[src/rtl/uart_tx_arbiter.sv]
// Frame-level round-robin arbiter sharing one UART serializer among NUM_REQ byte streams.
// An owner keeps the serializer until its last byte has left the line, or until it stalls too long.
module uart_tx_arbiter #(
  parameter int unsigned NUM_REQ = 4,
  parameter int unsigned TIMEOUT = 65535
) (
  input  logic                   clk,
  input  logic                   rst,
  input  logic [NUM_REQ-1:0]     req_valid,
  input  logic [8*NUM_REQ-1:0]   req_data,
  input  logic [NUM_REQ-1:0]     req_last,
  output logic [NUM_REQ-1:0]     req_ready,
  output logic                   tx_start,
  output logic [7:0]             tx_data,
  input  logic                   tx_busy,
  output logic [NUM_REQ-1:0]     grant,
  output logic                   frame_done,
  output logic                   timeout_err
);

  localparam int unsigned IDX_W = (NUM_REQ > 1) ? $clog2(NUM_REQ) : 1;
  localparam int unsigned CNT_W = 16;
  localparam logic [CNT_W-1:0]   CNT_LIMIT = CNT_W'(TIMEOUT - 1);
  localparam logic [IDX_W-1:0]   LAST_IDX  = IDX_W'(NUM_REQ - 1);
  localparam logic [NUM_REQ-1:0] ONE_HOT0  = {{(NUM_REQ-1){1'b0}}, 1'b1};

  typedef enum logic [1:0] {
    S_IDLE      = 2'd0,
    S_LOAD      = 2'd1,
    S_WAIT_BUSY = 2'd2,
    S_WAIT_DONE = 2'd3
  } state_t;

  state_t               r_state;
  state_t               w_state_nxt;
  logic [IDX_W-1:0]     r_ptr, w_ptr;
  logic [IDX_W-1:0]     r_owner, w_owner;
  logic [CNT_W-1:0]     r_cnt, w_cnt;
  logic                 r_last, w_last;
  logic [NUM_REQ-1:0]   r_grant, w_grant;
  logic [NUM_REQ-1:0]   r_req_ready, w_req_ready;
  logic                 r_tx_start, w_tx_start;
  logic [7:0]           r_tx_data, w_tx_data;
  logic                 r_frame_done, w_frame_done;
  logic                 r_timeout_err, w_timeout_err;

  logic                 w_arb_found;
  logic [IDX_W-1:0]     w_arb_idx;
  int unsigned          w_scan;
  logic [IDX_W-1:0]     w_owner_inc;
  logic [7:0]           w_owner_byte;
  logic                 w_accept;
  logic                 w_expire;

  assign grant       = r_grant;
  assign req_ready   = r_req_ready;
  assign tx_start    = r_tx_start;
  assign tx_data     = r_tx_data;
  assign frame_done  = r_frame_done;
  assign timeout_err = r_timeout_err;

  // First valid requester at or after r_ptr, wrapping modulo NUM_REQ.
  always_comb begin
    w_arb_found = 1'b0;
    w_arb_idx   = '0;
    w_scan      = 0;
    for (int unsigned i = 0; i < NUM_REQ; i++) begin
      w_scan = 32'(r_ptr) + i;
      if (w_scan >= NUM_REQ) w_scan = w_scan - NUM_REQ;
      if (!w_arb_found && req_valid[IDX_W'(w_scan)]) begin
        w_arb_found = 1'b1;
        w_arb_idx   = IDX_W'(w_scan);
      end
    end
  end

  assign w_owner_inc  = (r_owner == LAST_IDX) ? '0 : r_owner + IDX_W'(1);
  assign w_owner_byte = req_data[{r_owner, 3'b000} +: 8];
  assign w_accept     = (r_state == S_LOAD) && req_valid[r_owner] && !tx_busy;
  assign w_expire     = (r_state == S_LOAD) && !w_accept && (r_cnt == CNT_LIMIT);

  always_ff @(posedge clk or posedge rst) begin
    if (rst) r_state <= S_IDLE;
    else     r_state <= w_state_nxt;
  end

  always_comb begin
    w_state_nxt = r_state;
    case (r_state)
      S_IDLE:      if (w_arb_found) w_state_nxt = S_LOAD;
      S_LOAD: begin
        if (w_accept)      w_state_nxt = S_WAIT_BUSY;
        else if (w_expire) w_state_nxt = S_IDLE;
      end
      S_WAIT_BUSY: if (tx_busy) w_state_nxt = S_WAIT_DONE;
      S_WAIT_DONE: if (!tx_busy) w_state_nxt = r_last ? S_IDLE : S_LOAD;
      default:     w_state_nxt = S_IDLE;
    endcase
  end

  // Next values of the registered outputs and datapath; pulses default low.
  always_comb begin
    w_ptr         = r_ptr;
    w_owner       = r_owner;
    w_cnt         = r_cnt;
    w_last        = r_last;
    w_grant       = r_grant;
    w_tx_data     = r_tx_data;
    w_req_ready   = '0;
    w_tx_start    = 1'b0;
    w_frame_done  = 1'b0;
    w_timeout_err = 1'b0;
    case (r_state)
      S_IDLE: begin
        w_grant = '0;
        if (w_arb_found) begin
          w_owner = w_arb_idx;
          w_grant = ONE_HOT0 << w_arb_idx;
          w_cnt   = '0;
        end
      end
      S_LOAD: begin
        if (w_accept) begin
          w_tx_start  = 1'b1;
          w_tx_data   = w_owner_byte;
          w_req_ready = r_grant;
          w_last      = req_last[r_owner];
          w_cnt       = '0;
        end else if (w_expire) begin
          w_timeout_err = 1'b1;
          w_grant       = '0;
          w_ptr         = w_owner_inc;
          w_cnt         = '0;
        end else if (r_cnt != '1) begin
          w_cnt = r_cnt + CNT_W'(1);
        end
      end
      S_WAIT_BUSY: ;
      S_WAIT_DONE: begin
        if (!tx_busy && r_last) begin
          w_frame_done = 1'b1;
          w_grant      = '0;
          w_ptr        = w_owner_inc;
        end
      end
      default: w_grant = '0;
    endcase
  end

  always_ff @(posedge clk or posedge rst) begin
    if (rst) begin
      r_ptr         <= '0;
      r_owner       <= '0;
      r_cnt         <= '0;
      r_last        <= 1'b0;
      r_grant       <= '0;
      r_req_ready   <= '0;
      r_tx_start    <= 1'b0;
      r_tx_data     <= 8'h00;
      r_frame_done  <= 1'b0;
      r_timeout_err <= 1'b0;
    end else begin
      r_ptr         <= w_ptr;
      r_owner       <= w_owner;
      r_cnt         <= w_cnt;
      r_last        <= w_last;
      r_grant       <= w_grant;
      r_req_ready   <= w_req_ready;
      r_tx_start    <= w_tx_start;
      r_tx_data     <= w_tx_data;
      r_frame_done  <= w_frame_done;
      r_timeout_err <= w_timeout_err;
    end
  end

endmodule

[config.mk]
export PLATFORM = sky130hd
export DESIGN_NAME = uart_tx_arbiter
export DESIGN_NICKNAME = d
export VERILOG_FILES = /design/src/rtl/uart_tx_arbiter.sv
export SDC_FILE = /design/constraint.sdc
export NUM_CORES = 1
export LEC_CHECK = 0
export BUFFER_PORTS_ARGS = -buffer_cell sky130_fd_sc_hd__buf_2
export CORE_ASPECT_RATIO = 0.7
export CORE_MARGIN = 5
export CORE_UTILIZATION = 52
export CTS_CLUSTER_SIZE = 20
export DETAILED_ROUTE_END_ITERATION = 10
export PLACE_DENSITY = 0.87
export SLEW_MARGIN = 20
export SYNTH_ARGS = -nofsm -noshare
export SYNTH_HDL_FRONTEND = slang
export SYNTH_SLANG_ARGS = --single-unit
[constraint.sdc]
create_clock -name clk -period 2.52 [get_ports clk]
set_input_delay 0.252 -clock clk [delete_from_list [all_inputs] [get_ports clk]]
set_output_delay 0.252 -clock clk [all_outputs]
set_load 0.05 [all_outputs]
* Yosys cells after proc, flatten, opt, wreduce, memory -nomap -nowiden
Cells that the tools add are included.
Widths: inputs -> output; s select.
** Word-level totals
- Flip-flop bits (word level) :: 42
- Input bits :: 43
- Output and inout bits :: 19
- Word-level logic and storage cells :: 123
** Cells by class
- $add $sub $neg :: 9
- Order comparisons :: 9
- Equal/unequal tests :: 14
- Shifts and indexed selects :: 2
- Mux-type cells :: 55
- Reductions and logical operators :: 23
** Operators with widths (count)
- $mux 16 :: 4
- $mux 2 :: 17
- $pmux 16 s2 :: 1
- $shiftx 32x6->8 :: 1
- $mux 4 :: 6
- $mux 1 :: 18
- $add 16x1->16 const B :: 1
- $eq 16x16->1 const B :: 1
- $ne 16x16->1 const B :: 1
- $lt 2x3->1 const B :: 5
- $bmux 1 s2 :: 6
- $ne 2x2->1 const B :: 6
- $pmux 4 s3 :: 1
- $reduce_and 4->1 :: 3
- $ge 3x3->1 const B :: 3
- $logic_and 1x1->1 :: 8
- $pmux 2 s4 :: 1
- $sub 2x1->2 const B :: 4
- $add 2x2->3 const B :: 2
- $eq 2x2->1 const B :: 3
- $logic_not 1->1 :: 5
- $ne 4x3->1 const B :: 1
- $pmux 2 s2 :: 1
- $reduce_and 2->1 :: 2
- other kinds (10) :: 11

* Logic depth before layout (Yosys ltp)
- Word-level depth :: 17
- Gate-level depth with buffers :: 7
- Mapped depth without buffers :: 7

* Worst setup path before layout
OpenSTA, ideal clock, no wires.
- Path kind :: reg-to-reg
- From :: register r_owner[0]
- To :: register r_cnt[4]
- Setup time :: 0.080 ns
- Arrival time :: 1.981 ns
- Required time :: 2.440 ns
- Setup slack :: 0.459 ns
- Cell stages (with the launch flop) :: 6
- Buffers on the path :: 0
- Period minus slack after synthesis :: 2.061 ns
- Cells stage by stage :: dfrtp_1 -> mux4_2 -> a211o_1 -> or3_4 -> and4_4 -> nor3_2
** Between the ends
- Longest elaborated chain between the ends :: 10
- Elaborated cells on any way between the ends :: 12
- Classes of those cells :: eq/ne: 1; mux: 5; reduce/logical: 6
** Ends and longest elaborated chain
- start: declaration :: line 37 : logic [IDX_W-1:0] r_owner, w_owner;
- start signal: assignment :: line 164 : r_owner <= w_owner;
- $bmux 1 s2 (*) :: line 79 : assign w_accept = (r_state == S_LOAD) && req_valid[r_owner] && !tx_busy;
- $mux 1 (implied by the code) (*) :: line 79
- $logic_and 1x1->1 (*) (2 in a row) :: line 79
- $logic_not 1->1 :: line 80 : assign w_expire = (r_state == S_LOAD) && !w_accept && (r_cnt == CNT_LIMIT);
- $logic_and 1x1->1 (2 in a row) :: line 80
- $mux 16 :: line 129 : end else if (w_expire) begin
- $mux 16 :: line 123 : if (w_accept) begin
- $pmux 16 s2 :: line 113 : case (r_state)
- end signal: assignment :: line 165 : r_cnt <= w_cnt;
- end: declaration :: line 38 : logic [CNT_W-1:0] r_cnt, w_cnt;
Mark *: on every way between the ends. The rest lies on a longest branch, timed or not. The select of a mux whose other input is x is not followed.
A chain may end at the register's enable or synchronous reset.

* Worst setup path in the final report
Same ends and word-level chain as after synthesis.

==> results.md <==
- Status: complete, no violations
- Final wirelength: 5500 um
- Dpl cell area: 2670 um^2
- Synth Area in Compound Gates: 15.5%
- Synth cell types: 51
- Category of the most critical setup path: flop to flop
- Crit path depth: 5
- Sw frac: 44.6%
- Pre-antenna DRT Iters: 4
- Post-layout min period: 2120 ps
- DPL Wire Length: 4200 um
- Io pins: 62
- Max Cap Violations: 0
- Via density: 6.03
- Total CTS buffers: 5
- Synthesis-to-finish area growth: 20.4%
- Worst Clk Skew: 3.34 ps
- TritonCTS clock tree: done
- Met2 WL: 2480 um
- Mux cell area share after synthesis: 10.8%
- Diode count: 0
- Fraction of layout cells with a size suffix above 1: 32.6%
- Routed WL per cell: 16.0 um
- Max-slew headroom: 62.5%
- Initial Utilization: 53.2%
- Worst setup SP type: flop
- Top delay family on crit path: simple AND/OR/NAND/NOR gates
- Total number of vias: 2068
- Port Buffers: 61
- Hold buffer count at CTS: 0
- Placeable core area: 4300 um^2
- Worst-skew pair later-pin latency: 290 ps
- Die span in y: 65.5 um
- Logic pwr share: 47.8%
- Die Wd: 89.3 um
- RSZ-0062 raised after global routing: false
- Crit Reg-Reg Endpoint: r_cnt[4]
- Post-synth ARST share: 100%
- H-tree lvl count: 2
- Mapped Area: 2290 um^2
- Most common cell after layout, fill and taps aside: buf_2
- Post-CTS resize count: 0
- Syn_area_per_cell: 10.4 um^2
- Worst Path Buf+Inv: 0
- Period utilization: 84.1%
- P_leak: 0.00136 uW
- PwrDens: 969 nW/um^2
- Nets@finish: 333
- Number of synthesized flops with an enable pin: 0
- Post-synthesis sequential area ratio: 45.9%
- Synth top area share: 45.9%
- Slowest cell on the critical path: mux4_2
- Sw Pwr: 1190 uW
- Clock Power Share: 15.9%
- Sequential fraction of design power: 36.3%
- Top post-synthesis cells by area: dfrtp_1 46%, mux4_2 9.8%, nand2_1 6.4%
- R2r setup slk: 400 ps
- Synth Area in Simple Gates: 22.3%
- Fin. Hold Viols: 0
- Post-CTS Setup Bufs: 0
- Crit path max fanout: 5
- Rows: 20
- 1st-iter DRT viols: 206
- CP cell instances: mux4_2 -> a211o_1 -> or3_4 -> and4_4 -> nor3_2
- YS warnings: 0
- Class of the worst hold path: input pin to asynchronous set/reset pin
- Antenna violations before repair: 0
- DRC: 0
- Slew Limit Fails: 0
- Slew at the pin closest to its max-slew limit: 558 ps
- Final instance area: 2760 um^2
- Global-route wire length before repair: 9270 um
- Data arrival, critical path: 2340 ps
- Hold WS: 77.2 ps
- Reg2reg start: r_owner[0]
- Xor/xnor share of the synthesized area: 0.382%
- Syn nets: 267
- Primary FF master, synth: dfrtp_1
- Worst endpoint required time: 2740 ps
- Commonest non-fill, non-tap cells in the layout: 61 x buf_2, 42 x dfrtp_1, 39 x nand2_1
- Post-synthesis adder-cell area fraction: 1.64%
- Die ar.: 5850 um^2
- Largest family of logic cells by synthesized area: simple AND/OR/NAND/NOR gates
- Internal power: 1480 uW
- Worst r2r path cells: 5
- WL met3: 340 um
- Sink Count: 42
- Synth area leader: dfrtp_1
- Pin count of the biggest net entering global routing: 43
- Wl on met1: 2580 um
- Gpl congestion: 0.915
- Vias in the first global route: 1976
- CTS clock-pin slew for the worst setup and hold paths: 80 ps
- Achievable clock frequency: 0.472 GHz
- VDD IR max: 735 uV
- Setup TNS: 0 ps
- Clock Path Buffers: 2
- Gr ovfl total: 0
- Total track usage: 20.7%
- Post-Synthesis Cells: 221
- Finish-stage setup viols: 0
- CP max stage delay: 520 ps
- CP endpoint kind: flop
- Post-DRT Antenna Nets: 0
- Yosys reg bits: 42
- Clk root buf: clkbuf_8
- Top routing layer used: met4
[cell type report]
cell class	count	area (um^2)
Tap cell	55	68.8
Clock buffer	6	72.6
Clock inverter	2	13.8
Inverter	11	41.3
Sequential cell	42	1050
Fill cell	357	1550
Timing Repair Buffer	67	350
Multi-Input combinational cell	160	1160
[metrics by stage]
step	worst slack [ps]	util (%)	instances	power, uW
floorplan	459	-	221	1950
global placement	461	62.1	335	2220
detailed placement	415	62.1	335	2260
CTS	402	64.1	343	2690
global route	215	64.1	343	2850
finish	400	64.1	343	2670
[flip-flops by register name, summed over array words and instances, names as in the netlist, 2 cells and up, named ones only]
register	cells
grant	4
req_ready	4
r_cnt	16
r_ptr	2
r_owner	2
tx_data	8
[tightest hold or removal path: cells and delay by family]
kind                   cells  cell delay, ps
buffers and inverters      3             570
[Yosys cell counts (3+ instances only)]
| cell type | instances |
|---|---|
| inv_1 | 11 |
| nor2b_1 | 3 |
| nor4_1 | 3 |
| clkbuf_1 | 5 |
| a311oi_1 | 4 |
| ha_1 | 3 |
| o21ai_0 | 9 |
| mux4_2 | 10 |
| and2_1 | 6 |
| dfrtp_1 | 42 |
| nor2_1 | 7 |
| and3_1 | 3 |
| a21oi_1 | 8 |
| nor3_1 | 9 |
| nand3_1 | 8 |
| a31oi_1 | 4 |
| a22o_1 | 4 |
| nand2_1 | 39 |
[power by group through the flow]
stage               logic, uW  clock network (uW)  registers, uW
floorplan                 670                   0           1280
global placement         1250                   0            973
detailed placement       1280                   0            981
CTS                      1290                 435            967
global route             1390                 466            994
finish                   1280                 426            969
[logic make-up (layout without fill, tap and decap cells)]
| family | Yosys count | in the layout |
|---|---|---|
| AND/OR/NAND/NOR | 96 | 96 |
| AO/OA/AOI/OAI | 48 | 48 |
| flip-flops | 42 | 42 |
| adder cells (fa/ha/maj) | 3 | 3 |
| XOR/XNOR | 1 | 1 |
| buffers and inverters | 19 | 86 |
| multiplexers | 12 | 12 |
[per-layer routing]
layer  up-vias  GRT usage, %
met4         0          7.06
li1        965             -
met5         -             0
met2        76          29.5
met1      1019          30.8
met3         8          4.76
[worst max path at each step]
stage,from,slack (ps),endpoint
2_1_floorplan,r_owner[0],460,r_cnt[4]
3_3_place_gp,r_owner[0],460,r_cnt[4]
3_5_place_dp,r_owner[0],420,r_cnt[0]
4_1_cts,r_owner[0],400,r_cnt[0]
5_1_grt,r_owner[0],210,r_cnt[13]
6_report,r_owner[0],400,r_cnt[4]
(Power assumes the default switching activity.)
